## src/rtl/sparse_tok_pkg.sv

```systemverilog
// Shared token definitions and decode helpers for the sparse coordinate stream blocks.
package sparse_tok_pkg;

  localparam int TOK_W    = 17;
  localparam int CTRL_BIT = 16;

  typedef logic [TOK_W-1:0] tok_t;

  localparam tok_t DONE_TOKEN = 17'h10100;

  typedef enum logic [1:0] {
    GET_OUTER,
    SCAN_INNER,
    WAIT_DONE
  } crd_drop_state_t;

  function automatic logic is_ctrl(input tok_t t);
    return t[CTRL_BIT];
  endfunction

  function automatic logic is_done(input tok_t t);
    return t[CTRL_BIT] && (t[9:8] == 2'b01);
  endfunction

  function automatic logic is_stop(input tok_t t);
    return t[CTRL_BIT] && (t[9:8] == 2'b00);
  endfunction

  function automatic logic [7:0] stop_lvl(input tok_t t);
    return t[7:0];
  endfunction

endpackage

```

## src/rtl/tok_fifo2.sv

```systemverilog
// Two-entry valid/ready register FIFO; push and pop may coincide even when full.
module tok_fifo2 #(
  parameter int DEPTH = 2,
  parameter int W     = 17
) (
  input  logic         clk,
  input  logic         rst,
  input  logic         flush,
  input  logic         clk_en,
  input  logic         i_push,
  input  logic [W-1:0] i_data,
  output logic         o_space,
  output logic         o_valid,
  output logic [W-1:0] o_data,
  input  logic         i_ready
);

  logic [W-1:0] r_mem [2];
  logic         r_wrPtr;
  logic         r_rdPtr;
  logic [1:0]   r_count;

  logic w_full;
  logic w_pop;
  logic w_push;

  always_comb begin
    w_full  = (r_count == 2'(DEPTH));
    o_valid = (r_count != 2'd0);
    o_data  = r_mem[r_rdPtr];
    w_pop   = o_valid && i_ready;
    // A pop in the same cycle frees the slot, so a full FIFO can still accept.
    o_space = !w_full || w_pop;
    w_push  = i_push && o_space;
  end

  always_ff @(posedge clk) begin
    if (rst || flush) begin
      r_count <= 2'd0;
      r_wrPtr <= 1'b0;
      r_rdPtr <= 1'b0;
    end else if (clk_en) begin
      if (w_push) begin
        r_mem[r_wrPtr] <= i_data;
        r_wrPtr        <= ~r_wrPtr;
      end
      if (w_pop) begin
        r_rdPtr <= ~r_rdPtr;
      end
      r_count <= r_count + 2'(w_push) - 2'(w_pop);
    end
  end

endmodule

```

## src/rtl/crd_drop.sv

```systemverilog
// Drops outer coordinates whose inner fiber is empty; the inner stream passes through untouched.
module crd_drop #(
  parameter int TOK_W  = 17,
  parameter int FIFO_D = 2
) (
  input  logic             clk,
  input  logic             rst,
  input  logic             clk_en,
  input  logic             flush,
  input  logic             tile_en,
  input  logic [TOK_W-1:0] outer_in,
  input  logic             outer_in_valid,
  output logic             outer_in_ready,
  input  logic [TOK_W-1:0] inner_in,
  input  logic             inner_in_valid,
  output logic             inner_in_ready,
  output logic [TOK_W-1:0] outer_out,
  output logic             outer_out_valid,
  input  logic             outer_out_ready,
  output logic [TOK_W-1:0] inner_out,
  output logic             inner_out_valid,
  input  logic             inner_out_ready,
  output logic             err
);

  import sparse_tok_pkg::*;

  crd_drop_state_t r_state;
  crd_drop_state_t w_nextState;
  tok_t            r_holdCrd;
  logic            r_seen;
  logic            r_err;

  logic w_clr;
  logic w_outerSpace, w_innerSpace;
  logic w_outerRdy, w_innerRdy;
  logic w_outerFire, w_innerFire;
  logic w_pushOuter, w_pushInner;
  tok_t w_outerPushData, w_innerPushData;
  logic w_latchHold, w_setSeen, w_setErr;
  logic w_outerFifoValid, w_innerFifoValid;
  tok_t w_outerFifoData, w_innerFifoData;

  assign w_clr = rst || flush;

  // Readiness depends on the pending inner token: closing a fiber may need both FIFOs.
  always_comb begin
    w_outerRdy = 1'b0;
    w_innerRdy = 1'b0;
    unique case (r_state)
      GET_OUTER: w_outerRdy = w_outerSpace;
      SCAN_INNER: begin
        if (inner_in_valid && (is_done(inner_in) || (is_stop(inner_in) && r_seen)))
          w_innerRdy = w_outerSpace && w_innerSpace;
        else
          w_innerRdy = w_innerSpace;
      end
      WAIT_DONE: begin
        if (inner_in_valid && is_done(inner_in))
          w_innerRdy = w_outerSpace && w_innerSpace;
        else
          w_innerRdy = w_innerSpace;
      end
      default: ;
    endcase
    outer_in_ready = w_outerRdy && tile_en && !w_clr;
    inner_in_ready = w_innerRdy && tile_en && !w_clr;
    w_outerFire    = outer_in_valid && outer_in_ready && clk_en;
    w_innerFire    = inner_in_valid && inner_in_ready && clk_en;
  end

  always_comb begin
    w_nextState     = r_state;
    w_pushOuter     = 1'b0;
    w_pushInner     = 1'b0;
    w_outerPushData = outer_in;
    w_innerPushData = inner_in;
    w_latchHold     = 1'b0;
    w_setSeen       = 1'b0;
    w_setErr        = 1'b0;
    unique case (r_state)
      GET_OUTER: begin
        if (w_outerFire) begin
          if (!is_ctrl(outer_in)) begin
            w_latchHold = 1'b1;
            w_nextState = SCAN_INNER;
          end else if (is_stop(outer_in)) begin
            w_pushOuter = 1'b1;
          end else if (is_done(outer_in)) begin
            w_nextState = WAIT_DONE;
          end else begin
            w_setErr = 1'b1;
          end
        end
      end
      SCAN_INNER: begin
        if (w_innerFire) begin
          if (!is_ctrl(inner_in)) begin
            w_pushInner = 1'b1;
            w_setSeen   = 1'b1;
          end else if (is_stop(inner_in)) begin
            w_pushInner     = 1'b1;
            w_pushOuter     = r_seen;
            w_outerPushData = r_holdCrd;
            w_nextState     = GET_OUTER;
          end else if (is_done(inner_in)) begin
            w_setErr        = 1'b1;
            w_pushInner     = 1'b1;
            w_pushOuter     = 1'b1;
            w_outerPushData = DONE_TOKEN;
            w_innerPushData = DONE_TOKEN;
            w_nextState     = GET_OUTER;
          end else begin
            w_setErr = 1'b1;
          end
        end
      end
      WAIT_DONE: begin
        if (w_innerFire) begin
          if (is_done(inner_in)) begin
            w_pushInner     = 1'b1;
            w_pushOuter     = 1'b1;
            w_outerPushData = DONE_TOKEN;
            w_innerPushData = DONE_TOKEN;
            w_nextState     = GET_OUTER;
          end else if (is_ctrl(inner_in) && !is_stop(inner_in)) begin
            w_setErr = 1'b1;
          end else begin
            w_pushInner = 1'b1;
          end
        end
      end
      default: w_nextState = GET_OUTER;
    endcase
  end

  always_ff @(posedge clk) begin
    if (w_clr) begin
      r_state   <= GET_OUTER;
      r_holdCrd <= '0;
      r_seen    <= 1'b0;
      r_err     <= 1'b0;
    end else if (clk_en) begin
      r_state <= w_nextState;
      if (w_latchHold) begin
        r_holdCrd <= outer_in;
        r_seen    <= 1'b0;
      end else if (w_setSeen) begin
        r_seen <= 1'b1;
      end
      if (w_setErr) begin
        r_err <= 1'b1;
      end
    end
  end

  tok_fifo2 #(.DEPTH(FIFO_D), .W(TOK_W)) u_outerFifo (
    .clk     (clk),
    .rst     (rst),
    .flush   (flush),
    .clk_en  (clk_en),
    .i_push  (w_pushOuter),
    .i_data  (w_outerPushData),
    .o_space (w_outerSpace),
    .o_valid (w_outerFifoValid),
    .o_data  (w_outerFifoData),
    .i_ready (outer_out_ready && tile_en && !w_clr)
  );

  tok_fifo2 #(.DEPTH(FIFO_D), .W(TOK_W)) u_innerFifo (
    .clk     (clk),
    .rst     (rst),
    .flush   (flush),
    .clk_en  (clk_en),
    .i_push  (w_pushInner),
    .i_data  (w_innerPushData),
    .o_space (w_innerSpace),
    .o_valid (w_innerFifoValid),
    .o_data  (w_innerFifoData),
    .i_ready (inner_out_ready && tile_en && !w_clr)
  );

  assign outer_out       = w_outerFifoData;
  assign inner_out       = w_innerFifoData;
  assign outer_out_valid = w_outerFifoValid && tile_en && !w_clr;
  assign inner_out_valid = w_innerFifoValid && tile_en && !w_clr;
  assign err             = r_err;

endmodule

```

## config.mk

```make
export PLATFORM = sky130hd
export DESIGN_NAME = crd_drop
export DESIGN_NICKNAME = d
export VERILOG_FILES = /design/src/rtl/sparse_tok_pkg.sv /design/src/rtl/tok_fifo2.sv /design/src/rtl/crd_drop.sv
export SDC_FILE = /design/constraint.sdc
export NUM_CORES = 1
export LEC_CHECK = 0
export BUFFER_PORTS_ARGS = -buffer_cell sky130_fd_sc_hd__buf_2
export CORE_ASPECT_RATIO = 0.7
export CORE_MARGIN = 8
export CORE_UTILIZATION = 60
export CTS_CLUSTER_DIAMETER = 50
export DETAILED_ROUTE_END_ITERATION = 6
export PLACE_DENSITY = 0.94
export SLEW_MARGIN = 20
export SYNTH_ARGS = -nofsm -noshare
export SYNTH_HDL_FRONTEND = slang
export SYNTH_SLANG_ARGS = --single-unit
```

## constraint.sdc

```tcl
create_clock -name clk -period 9.6 [get_ports clk]
set_clock_uncertainty 0.2 [all_clocks]
set_input_delay 1.92 -clock clk [delete_from_list [all_inputs] [get_ports clk]]
set_output_delay 1.92 -clock clk [all_outputs]
set_load 0.01 [all_outputs]
```

-- Yosys cells after proc, flatten, opt, wreduce, memory -nomap -nowiden
Memory sizes are Yosys's and may differ from the RTL's. A register that Yosys moved wholly into a read port is not among the register bits.
Cells that the tools add are included.
- memories kept: 2
- RAM bits: 68
- input bits: 43
- logic and storage cells: 157
- flip-flop bits (word level): 29
- memory list (name ; words ; width ; rd ports ; clocked after memory_dff ; write ports ; RTL line ; source):
    u_innerFifo.r_mem ; 2 ; 17 ; 1 ; 1 ; 1 ; tok_fifo2.sv:18 ; logic [W-1:0] r_mem [2];
    u_outerFifo.r_mem ; 2 ; 17 ; 1 ; 1 ; 1 ; tok_fifo2.sv:18 ;
- multiplexer cells: 74
- bitwise operators: 4
- equal/unequal tests: 12
- add/subtract/negate cells: 4
- reductions and logical operators: 51
- operator list (operator ; count):
    17-bit 2-to-1 mux ; 9
    17-bit case mux with 2 select lines ; 2
    1-bit 2-to-1 mux ; 47
    16-bit 2-to-1 mux ; 2
    1-bit logical AND ; 29
    2-bit 2-to-1 mux ; 9
    2-bit AND reduction ; 7
    2-bit != test (second input constant) ; 4
    7-bit AND reduction ; 1
    2-bit by 1-bit equality test with 1-bit output (second input constant) ; 3
    2-bit equality test (second input constant) ; 3
    2-bit zero test ; 3
    3-bit != test (second input constant) ; 2
    1-bit case mux with 3 select lines ; 2
    2-bit case mux with 3 select lines ; 1
    2-bit nonzero test ; 3
    2-bit by 1-bit adder with 2-bit output ; 2
    1-bit zero test ; 4
    1-bit logical OR ; 4
    1-bit NOT ; 4
    1-bit case mux with 2 select lines ; 2
    2-bit by 1-bit subtractor with 2-bit output ; 2

-- Depth between registers and ports, before layout
Gate-level depths: netlist of run 1.
- depth in word-level cells: 19
- depth in mapped cells: 12
- gate-level depth less buffers: 12

-- Modules after synthesis
From an unflattened synthesis of run 1, not the netlist that was laid out.
- cell total of the unflattened synthesis: 352
- area total of the unflattened synthesis: 4469.3 sq um
- by module, submodules not included (module ; cells each ; area an instance (sq um) ; sequential area each (sq um) ; instances):
    tok_fifo2 ; 83 ; 1493.9 ; 1121.1 ; 2
    crd_drop ; 186 ; 1481.4 ; 420.4 ; 1

-- Least setup slack after synthesis of run 1
Ideal clock, no wire load.
- kind: input -> output
- start point: input inner_in[16]
- end point: output inner_in_ready
- setup slack: 4.601 ns
- data arrival time: 2.879 ns
- buffers on the path: 1
- cell stages on the path: 4
- data required time: 7.480 ns
- path through: clkbuf_1 nand2b_1 a211oi_4 a21oi_1
- word-level cells in the longest chain between the ends: 8
- elaborated cells on any way between the ends: 11
- RTL lines (what ; RTL line ; source):
    start: declaration ; crd_drop.sv:14 ; input logic [TOK_W-1:0] inner_in,
    1-bit logical AND ; sparse_tok_pkg.sv:26 ; return t[CTRL_BIT] && (t[9:8] == 2'b00);
    1-bit logical AND ; crd_drop.sv:53 ; if (inner_in_valid && (is_done(inner_in) || (is_stop(inner_in) && r_seen)))
    1-bit logical OR ; crd_drop.sv:53 ;
    1-bit logical AND ; crd_drop.sv:53 ;
    1-bit 2-to-1 mux ; crd_drop.sv:53 ;
    1-bit case mux with 2 select lines * ; crd_drop.sv:50 ; unique case (r_state)
    1-bit logical AND * (2 in a row) ; crd_drop.sv:67 ; inner_in_ready = w_innerRdy && tile_en && !w_clr;
    end: declaration ; crd_drop.sv:16 ; output logic inner_in_ready,
Every way passes the cells marked *; elsewhere a longest branch is shown, timed or not.

-- Worst setup path in the final report of run 1
- start point: input outer_out_ready
- end point: output inner_in_ready
- word-level cells in the longest chain between the ends: 9
- elaborated cells on any way between the ends: 10
- RTL lines (what ; RTL line ; source):
    start: declaration ; crd_drop.sv:19 ; input logic outer_out_ready,
    1-bit logical AND * (2 in a row) ; crd_drop.sv:167 ; .i_ready (outer_out_ready && tile_en && !w_clr)
    1-bit logical AND * ; tok_fifo2.sv:31 ; w_pop = o_valid && i_ready;
    1-bit logical OR * ; tok_fifo2.sv:33 ; o_space = !w_full || w_pop;
    1-bit logical AND * ; crd_drop.sv:54, crd_drop.sv:60 ;
    1-bit 2-to-1 mux (on tied branches) ; crd_drop.sv:59, crd_drop.sv:53 ;
    1-bit case mux with 2 select lines * ; crd_drop.sv:50 ;
    1-bit logical AND * (2 in a row) ; crd_drop.sv:67 ;
Marked as above.

==> impl_results.md, run 1 <==
* Status: complete, no violations
* Slowest-stage cell, CP: or3b_4
* Slowest cell delay on critical path at 0.42 ns
* Core Area at 0.00722 mm2
* Clk sinks at 99
* Total GRT Usage at 19.5%
* Clk_lat worst skew at 0.37 ns
* Cts hold-fix bufs at 0
* Fin crit share at 55.2%
* Routed len/inst at 18.6 um
* Async SR Flop Fraction at 0%
* Hold depth at 2
* Grt ovf at 0
* H-Tree Depth at 3
* HPWL after DPL at 7.01 mm
* CTS tree: done
* Reg2reg path depth at 8
* Fmax at 0.189 GHz
* Max Fanout on Critical Path at 9
* Synthesis warning total at 0
* Actual slew at the worst max-slew pin at 1.08 ns
* Post-Layout Cell Count at 540
* DRT Wirelength at 10.0 mm
* CP required at 7.48 ns
* Sequential element share of the synthesized area at 60.2%
* Peak supply drop at 72.3 uV
* Cell Area, Synth at 0.00442 mm2
* Reg2Reg Capture Point: u_outerFifo.r_mem[1][5]$_DFFE_PP_
* HP Class: reg -> reg
* Area growth from synthesis to layout at 14.9%
* Critical Path Source Type: primary input
* Main area contributors after synthesis: edfxtp_1 (46%), dfxtp_1 (14%), mux2_2 (8.7%)
* CTS Root Cell: clkbuf_8
* Max cap viols at 0
* Post-place instance area at 0.00490 mm2
* Final nets at 488
* Net count after synthesis at 409
* Synth Flop Type: edfxtp_1
* LEAKAGE at 1.86 nW
* Most frequent cells in the layout: buf_2 (81), edfxtp_1 (68), nand2_1 (44), mux2_2 (34), dfxtp_1 (31)
* Die Height at 87.8 um
* Number of synthesized flops with an enable pin at 68
* Share of the synthesized area in the top cell type at 46.2%
* Crit path DAT at 3.18 ns
* Max clock buf depth at 2
* Starting DRT DRC Count at 331
* Die footprint at 0.0104 mm2
* Largest area contributor in the netlist: edfxtp_1
* Mapped Avg Cell Area at 12.4 um2
* Clock transition at path regs at 0.09 ns
* N_diodes at 0
* Share of layout cells above drive strength 1 at 32.6%
* Most common cell after layout, fill and taps aside: buf_2
* Fin. Hold Viols at 0
* CP endpoint kind: primary output
* CTS Buf Count at 9
* Initial core utilization at 61.2%
* Register bit total from synthesis at 99
* Worst r2r src: r_state[1]$_SDFFE_PP0P_
* DRC violations left at 0
* Io pins at 82
* Worst slew margin at 27.5%
* Detailed Routing Iterations Pass 1 at 5
* PD cells at 145 mW/mm2
* Cts repair resizes at 0
* Synth Instances at 358
* Post-Place Cells at 524
* Setup bufs post-CTS at 0
* Most used cell, CP: buf_2
* Final setup fails at 0
* Final Power at 0.000738 W
* Die width at 119 um
* Vias per cell at 5.85
* Final ANT Viol Nets at 0
* DR vias at 3,158
* Std cell rows at 26
* Worst Hold Launch: r_holdCrd[4]$_SDFFE_PP0P_
* Crit Path Class: in -> out
* Initial antenna violation count at 0
* CP cell instances: buf_2 -> or3b_4 -> a211oi_4 -> a21oi_1 -> buf_2
* First-pass GRT wire length at 16.1 mm
* Port Buffers at 81
* Final core utilization at 70.4%
* Clock period minus worst slack at 5.30 ns
* Internal reg-to-reg setup slack at 6.36 ns
* Post-route cell area at 0.00508 mm2
* Slew Limit Fails at 0
* Gpl congestion at 0.963
* Largest net degree at the start of global routing at 29
* Setup TNS at 0 ns
* Synth unique cells at 50
* RSZ-0062 raised after global routing: no
* Number of global-route vias before repair at 3,288
* Hold Path Sink: r_holdCrd[4]$_SDFFE_PP0P_
## how the worst max path moves through the flow
stage / startpoint / end / slack [ns] / depth (start not counted)
2_1_floorplan: inner_in[16] / inner_in_ready / 4.60 / 4
3_3_place_gp: outer_out_ready / inner_in_ready / 4.36 / 5
3_5_place_dp: outer_out_ready / inner_in_ready / 4.32 / 5
4_1_cts: outer_out_ready / inner_in_ready / 4.32 / 5
5_1_grt: flush / inner_in_ready / 4.26 / 5
6_report: outer_out_ready / inner_in_ready / 4.30 / 5
## cells by family (layout without fill, tap and decap cells)
kind of cell | count (synthesis) | count (layout) | share of synthesized area [%]
flip-flops | 99 | 99 | 60.2
XOR/XNOR | 7 | 7 | 1.39
multiplexers | 36 | 36 | 9.11
buffers and inverters | 27 | 111 | 2.55
AND/OR/NAND/NOR | 120 | 120 | 14.5
adder cells (fa/ha/maj) | 8 | 8 | 2.26
AO/OA/AOI/OAI | 61 | 61 | 10.0
## sequential cells by signal, summed over array words and instances (netlist names), 2 cells and up, named ones only
name and flops:
u_innerFifo.r_mem 34, u_outerFifo.r_mem 34, r_holdCrd 17, r_state 2, u_innerFifo.r_count 2, u_outerFifo.r_count 2
## synthesized netlist by cell type, types with 2 or more instances
library cell	number
edfxtp_1	68
nand2_1	44
mux2_2	34
dfxtp_1	31
a21oi_1	24
and2_1	18
nor2_1	17
a22o_1	15
clkbuf_1	14
inv_1	11
ha_1	8
nand3_1	8
xor2_1	6
nor2b_1	5
nor3_1	5
nand2b_1	4
and3_1	3
o21a_1	3
a31oi_1	2
mux2i_1	2
nand3b_1	2
nor3b_1	2
o21ai_0	2
o31ai_1	2
o32ai_1	2
or3_1	2
## cell type report
class                      count  area [um2]
multi-input combinational    232        1650
sequential                    99        2660
tap                           98         123
inverter                      11        41.3
fill                         498        2140
clock buffer                   9         124
timing repair buffer          84         428
clock inverter                 7        57.6
## metal layers
metal	global-route usage [%]	share of wire (%)	routed length (um)
met5	0	0	0
met4	4.91	1.1	107
met3	6.50	8.5	850
met2	32.2	48	4800
met1	24.5	43	4290
## per-stage QoR
step / hold WS, ns / worst slack [ns]
floorplan: 0.236 / 4.60
global placement: 0.241 / 4.36
detailed placement: 0.247 / 4.32
CTS: 0.261 / 4.32
global route: 0.287 / 4.26
finish: 0.260 / 4.30
## worst max-delay path: cells and delay by family
kind	cells	cell delay [ns]
buffers and inverters	2	0.28
AOI/OAI and AO/OA	2	0.56
and+or+nand+nor	1	0.42
## power breakdown
group	internal, W	switching [W]
clock	0.0000984	0.000151
sequential	0.000455	0.000000195
combinational	0.0000140	0.0000191
total	0.000568	0.000170
No activity file was read; power rests on OpenSTA's default activity.
==> run 2: changes to the inputs <==
--- a/config.mk
+++ b/config.mk
@@ -5,13 +5,14 @@
 export SDC_FILE = /design/constraint.sdc
 export NUM_CORES = 1
 export LEC_CHECK = 0
+export ABC_AREA = 1
 export BUFFER_PORTS_ARGS = -buffer_cell sky130_fd_sc_hd__buf_2
 export CORE_ASPECT_RATIO = 0.7
 export CORE_MARGIN = 8
-export CORE_UTILIZATION = 60
+export CORE_UTILIZATION = 51
 export CTS_CLUSTER_DIAMETER = 50
 export DETAILED_ROUTE_END_ITERATION = 6
-export PLACE_DENSITY = 0.94
+export PLACE_DENSITY = 0.85
 export SLEW_MARGIN = 20
 export SYNTH_ARGS = -nofsm -noshare
 export SYNTH_HDL_FRONTEND = slang
==> constraint.sdc (replaced) <==
create_clock -name clk -period 4.6 [get_ports clk]
set_clock_uncertainty 0.2 [all_clocks]
set_input_delay 0.92 -clock clk [delete_from_list [all_inputs] [get_ports clk]]
set_output_delay 0.92 -clock clk [all_outputs]
set_load 0.01 [all_outputs]
==> impl_results.md, run 2 <==
* Gpl congestion at 0.910
* Synth Area in Compound Gates at 10.8%
* Main area contributors after synthesis: edfxtp_1 (40%), dfxtp_1 (12%), mux2_2 (7.5%)
* Max clock buf depth at 2
* CTS tree: done
* Actual slew at the worst max-slew pin at 0.762 ns
* RSZ-0062 raised after global routing: no
* Slew Limit Fails at 0
* CTS Buf Count at 9
* Sw frac at 22.6%
* CP endpoint kind: primary output
* Worst r2r src: r_state[0]$_SDFFE_PP0P_
* HPWL after DPL at 8.97 mm
* Fin. Hold Viols at 0
* Async SR Flop Fraction at 0%
* Port Buffers at 81
* Synth unique cells at 33
* Detailed Routing Iterations Pass 1 at 5
* Internal reg-to-reg setup slack at 1.10 ns
* Hold Path Sink: err$_SDFFE_PP0P_
* Largest regs: u_innerFifo.r_mem: 34 flops, u_outerFifo.r_mem: 34 flops, r_holdCrd: 17 flops
* Vias per cell at 5.35
* Number of global-route vias before repair at 3,924
* Status: complete, no violations
* Most common cell after layout, fill and taps aside: nand2_1
* Total GRT Usage at 18.1%
* Area growth from synthesis to layout at 15.0%
* Area taken by multi-input logic gates at 0.00198 mm2
* Fmax at 0.282 GHz
* Sequential element share of the synthesized area at 52.0%
* Core Area at 0.00972 mm2
* Most frequent cells in the layout: nand2_1 (95), buf_2 (81), inv_1 (78), edfxtp_1 (68)
* Grt ovf at 0
* Critical Path Source Type: primary input
* Flop pwr share at 51.8%
* Setup bufs post-CTS at 0
* Filler cells at 794
* PD cells at 313 mW/mm2
* Combinational cell fraction of total power at 6.1%
* Origin of the worst setup path: flush
* Die footprint at 0.0136 mm2
* Fin crit share at 77.0%
* Hold depth at 2
* Die Height at 99.8 um
* Clk_lat worst skew at 0.34 ns
* Clk sinks at 99
* Net count after synthesis at 623
* Synthesis warning total at 0
* DRC violations left at 0
* DRT Wirelength at 12.2 mm
* Synth Instances at 572
* Largest family of logic cells by synthesized area: simple AND/OR/NAND/NOR gates
* N_diodes at 0
* Mapped Avg Cell Area at 8.95 um2
* Post-place instance area at 0.00557 mm2
* Post-Layout Cell Count at 775
* H-Tree Depth at 3
* FF+latch area at 0.00266 mm2
* CP cell instances: buf_2 -> nor2_2 -> nand2_1 -> nor2_1 -> nand2_1 -> inv_1 -> buf_4 -> nand2_1 -> inv_1 -> buf_2
* Final ANT Viol Nets at 0
* Final nets at 693
* HP Class: reg -> reg
* Starting DRT DRC Count at 431
* Mux contribution to synthesized area at 7.48%
* Die width at 136 um
* Synth Area in XOR/XNOR at 0.171%
* Post-Place Cells at 759
* Largest net degree at the start of global routing at 35
* Io pins at 82
* Initial core utilization at 52.7%
* Largest area contributor in the netlist: edfxtp_1
* Worst slew margin at 49.1%
* Std cell rows at 30
* Share of the synthesized area in the top cell type at 39.9%
* Number of synthesized flops with an enable pin at 68
* Register bit total from synthesis at 99
* Most frequent cells after synthesis: nand2_1 (95), inv_1 (78), edfxtp_1 (68), nor2_1 (52), o21ai_0 (52)
* Crit path DAT at 2.42 ns
* Clock period minus worst slack at 3.54 ns
* Reg2reg path depth at 16
* Share of layout cells above drive strength 1 at 23.5%
* Final core utilization at 60.5%
* Final setup margin at 1.06 ns
* Crit Path Class: in -> out
* Clock transition at path regs at 0.07 ns
* Cts hold-fix bufs at 0
* CP required at 3.48 ns
* Most used cell, CP: nand2_1
* Synth Flop Type: edfxtp_1
* Post-route cell area at 0.00589 mm2
* Max cap viols at 0
* Final setup fails at 0
* First-pass GRT wire length at 19.5 mm
* Internal cell power at 0.00142 W
* Clock share of power at 42.1%
* Peak supply drop at 200 uV
* P_sw at 0.000416 W
* Setup TNS at 0 ns
* Routed len/inst at 15.8 um
* Most common cell in the netlist: nand2_1
* Slowest cell delay on critical path at 0.39 ns
* CTS Root Cell: clkbuf_16
* Slowest-stage cell, CP: nor2_2
* Post-Synth Adder-Cell Area at 1.96%
* Post-Place Worst Slack at 0.877 ns
* Max Fanout on Critical Path at 20
* DR vias at 4,145
* Initial antenna violation count at 0
* Cts repair resizes at 0
* Reg2Reg Capture Point: u_outerFifo.r_count[1]$_SDFFE_PP0P_
* Worst Hold Launch: err$_SDFFE_PP0P_
* Cell Area, Synth at 0.00512 mm2
* LEAKAGE at 2.58 nW
* Synth Area in Simple Gates at 18.1%
## run 2: cell count changes in the layout (fill, tap and decap cells not counted), moves of 20 or more
cell	change
inv_1	+67
nand2_1	+51
o21ai_0	+50
nor2_1	+35
nand3_1	+22
a21oi_1	+21
nand4_1	+20
## run 2: metrics by stage
step | total power, W | hold slack, ns
2_1_floorplan | 0.00104 | 0.244
3_3_place_gp | 0.00108 | 0.241
3_5_place_dp | 0.00108 | 0.258
4_1_cts | 0.00185 | 0.276
5_1_grt | 0.00189 | 0.285
6_report | 0.00184 | 0.268
## run 2: worst max-delay path, delay by kind of cell
family        cells  cell delay, ns
simple gates      5            0.87
buf+inv           5            0.62
## run 2: cell families (layout without fill, tap and decap cells)
group,count (synthesis),in the layout
AOI/OAI and AO/OA,107,107
and+or+nand+nor,210,210
DFF,99,99
buffers and inverters,113,188
adders and majority gates,8,8
muxes,34,34
xor gates and xnor gates,1,1
## run 2: area by class of cell
cell class | count | area share (%)
flip-flops and latches | 99 | 45.2
clock buffers | 10 | 3.89
multi-input cells | 360 | 33.6
inverters | 84 | 5.36
repair buffers | 88 | 7.78
clock inverters | 6 | 1.42
well taps | 128 | 2.72
## run 2: power groups by stage
stage	combinational (W)	clock [W]	sequential [W]
CTS	0.000110	0.000785	0.000952
global route	0.000125	0.000813	0.000952
finish	0.000112	0.000775	0.000952
detailed placement	0.000109	0	0.000973
floorplan	0.0000661	0	0.000972
global placement	0.000104	0	0.000973
## run 2: metal layers
| layer | vias to the layer above | share of wire [%] | global-route usage (%) |
|---|---|---|---|
| li1 | 2060 | - | - |
| met1 | 1882 | 43 | 24.3 |
| met2 | 188 | 46 | 28.4 |
| met3 | 15 | 10 | 4.39 |
| met4 | 0 | 1.3 | 5.10 |
| met5 | - | 0 | 0 |
## run 2: worst max path at each step
stage / endpoint / slack, ns / cells after the start
after floorplan: u_innerFifo.r_mem[1][0]$_DFFE_PP_ / 1.06 / 9
after global placement: u_innerFifo.r_mem[0][10]$_DFFE_PP_ / 0.98 / 10
after detailed placement: u_innerFifo.r_mem[0][12]$_DFFE_PP_ / 0.88 / 10
after CTS: inner_in_ready / 1.06 / 10
after global routing: u_outerFifo.r_count[1]$_SDFFE_PP0P_ / 0.72 / 16
final: inner_in_ready / 1.06 / 10
==> run 3: changes to the inputs <==
==> constraint.sdc (replaced) <==
create_clock -name clk -period 3.1 [get_ports clk]
set_clock_uncertainty 0.2 [all_clocks]
set_input_delay 0.62 -clock clk [delete_from_list [all_inputs] [get_ports clk]]
set_output_delay 0.62 -clock clk [all_outputs]
set_load 0.01 [all_outputs]
==> impl_results.md, run 3 (same netlist as run 2, synthesis figures left out) <==
* Die width at 136 um
* CP required at 2.28 ns
* Max Used Layer: met4
* Internal reg-to-reg setup slack at 0.33 ns
* Initial core utilization at 52.7%
* Std cell rows at 30
* Final nets at 700
* Fin crit share at 92.6%
* Max clock buf depth at 2
* Worst r2r src: r_state[0]$_SDFFE_PP0P_
* Largest net degree at the start of global routing at 35
* DRC violations left at 0
* LEAKAGE at 2.61 nW
* PD cells at 451 mW/mm2
* Number of global-route vias before repair at 4,203
* Final setup fails at 0
* Worst slew margin at 46.9%
* Core Area at 0.00972 mm2
* Metal3 WL at 1.30 mm
* Max cap viols at 0
* N_diodes at 0
* Setup bufs post-CTS at 0
* Max Fanout on Critical Path at 20
* Area taken by multi-input logic gates at 0.00198 mm2
* Area growth from synthesis to layout at 15.5%
* Fmax at 0.348 GHz
* Die Height at 99.8 um
* Slew Limit Fails at 0
* Cts repair resizes at 0
* Crit Path Class: reg -> out
* Routed len/inst at 16.3 um
* Cts hold-fix bufs at 0
* Most common cell after layout, fill and taps aside: nand2_1
* Peak supply drop at 246 uV
* Largest regs: u_innerFifo.r_mem: 34 flops, u_outerFifo.r_mem: 34 flops, r_holdCrd: 17 flops
* RSZ-0062 raised after global routing: no
* Actual slew at the worst max-slew pin at 0.796 ns
* First-pass GRT wire length at 20.4 mm
* Crit path DAT at 2.05 ns
* Final ANT Viol Nets at 0
* Port Buffers at 81
* Origin of the worst setup path: r_state[0]$_SDFFE_PP0P_
* Critical Path Source Type: flop
* Initial antenna violation count at 0
* HPWL after DPL at 8.95 mm
* CP endpoint kind: primary output
* Worst Hold Launch: err$_SDFFE_PP0P_
* Total GRT Usage at 18.9%
* Met2 wire length at 6.01 mm
* HP Class: reg -> reg
* H-Tree Depth at 3
* Starting DRT DRC Count at 542
* Clock transition at path regs at 0.07 ns
* Hold_ws at 0.267 ns
* WL met1 at 5.08 mm
* Status: complete, no violations
* Clk_lat worst skew at 0.35 ns
* Setup TNS at 0 ns
* Reg2Reg Capture Point: u_outerFifo.r_count[1]$_SDFFE_PP0P_
* Io pins at 82
* Final Power at 0.00266 W
* Clock period minus worst slack at 2.87 ns
* Most frequent cells in the layout: nand2_1 (95), buf_2 (81), inv_1 (78), edfxtp_1 (68)
* Share of layout cells above drive strength 1 at 24.3%
* DR vias at 4,359
* Die footprint at 0.0136 mm2
* Gpl congestion at 0.917
* Grt ovf at 0
* CTS tree: done
* FF+latch area at 0.00266 mm2
* Vias per cell at 5.57
* Post-route cell area at 0.00591 mm2
* Clk sinks at 99
* Filler cells at 765
* Detailed Routing Iterations Pass 1 at 6
* CTS Buf Count at 9
* Post-place instance area at 0.00563 mm2
* Reg2reg path depth at 14
* Crit path to: inner_in_ready
* Fin. Hold Viols at 0
* CTS Root Cell: clkbuf_16
* DRT Wirelength at 12.7 mm
==> run 3: area by class of cell <==
type	count	share of cell area, %
clock buffer	10	3.87
clock inverter	6	0.974
inverter	84	5.33
timing repair buffer	95	8.63
tap	128	2.71
sequential	99	45.0
multi-input combinational	360	33.4
==> run 3: per-stage QoR <==
stage	setup slack [ns]	instances	utilization, %
after global routing	0.0905	782	60.8
after detailed placement	0.249	766	57.9
after global placement	0.437	766	57.9
final	0.229	782	60.8
after floorplan	0.247	572	-
after CTS	0.249	782	60.8
==> run 3: worst min-delay path by stage <==
stage | depth (start not counted) | endpoint
3_5_place_dp | 2 | err$_SDFFE_PP0P_
6_report | 2 | err$_SDFFE_PP0P_
5_1_grt | 2 | err$_SDFFE_PP0P_
4_1_cts | 2 | err$_SDFFE_PP0P_
3_3_place_gp | 2 | err$_SDFFE_PP0P_
2_1_floorplan | 1 | u_innerFifo.r_count[1]$_SDFFE_PP0P_
==> run 3: report_power, final <==
group          internal (W)  switching (W)
sequential          0.00141     0.00000137
combinational     0.0000576       0.000113
clock              0.000562       0.000519
==> run 3: critical path, stage by stage (launching register included) <==
cell and delay [ns]:
dfxtp_1 0.42, inv_1 0.10, ha_1 0.32, inv_2 0.08, nor2_1 0.10, nand2_1 0.06
inv_1 0.10, buf_4 0.25, nand2_1 0.08, inv_1 0.05, buf_2 0.12
==> run 3: per-layer routing <==
layer	GRT usage [%]	vias up
met5	0	-
met3	5.84	40
li1	-	2073
met4	7.91	0
met1	22.8	1977
met2	30.6	269
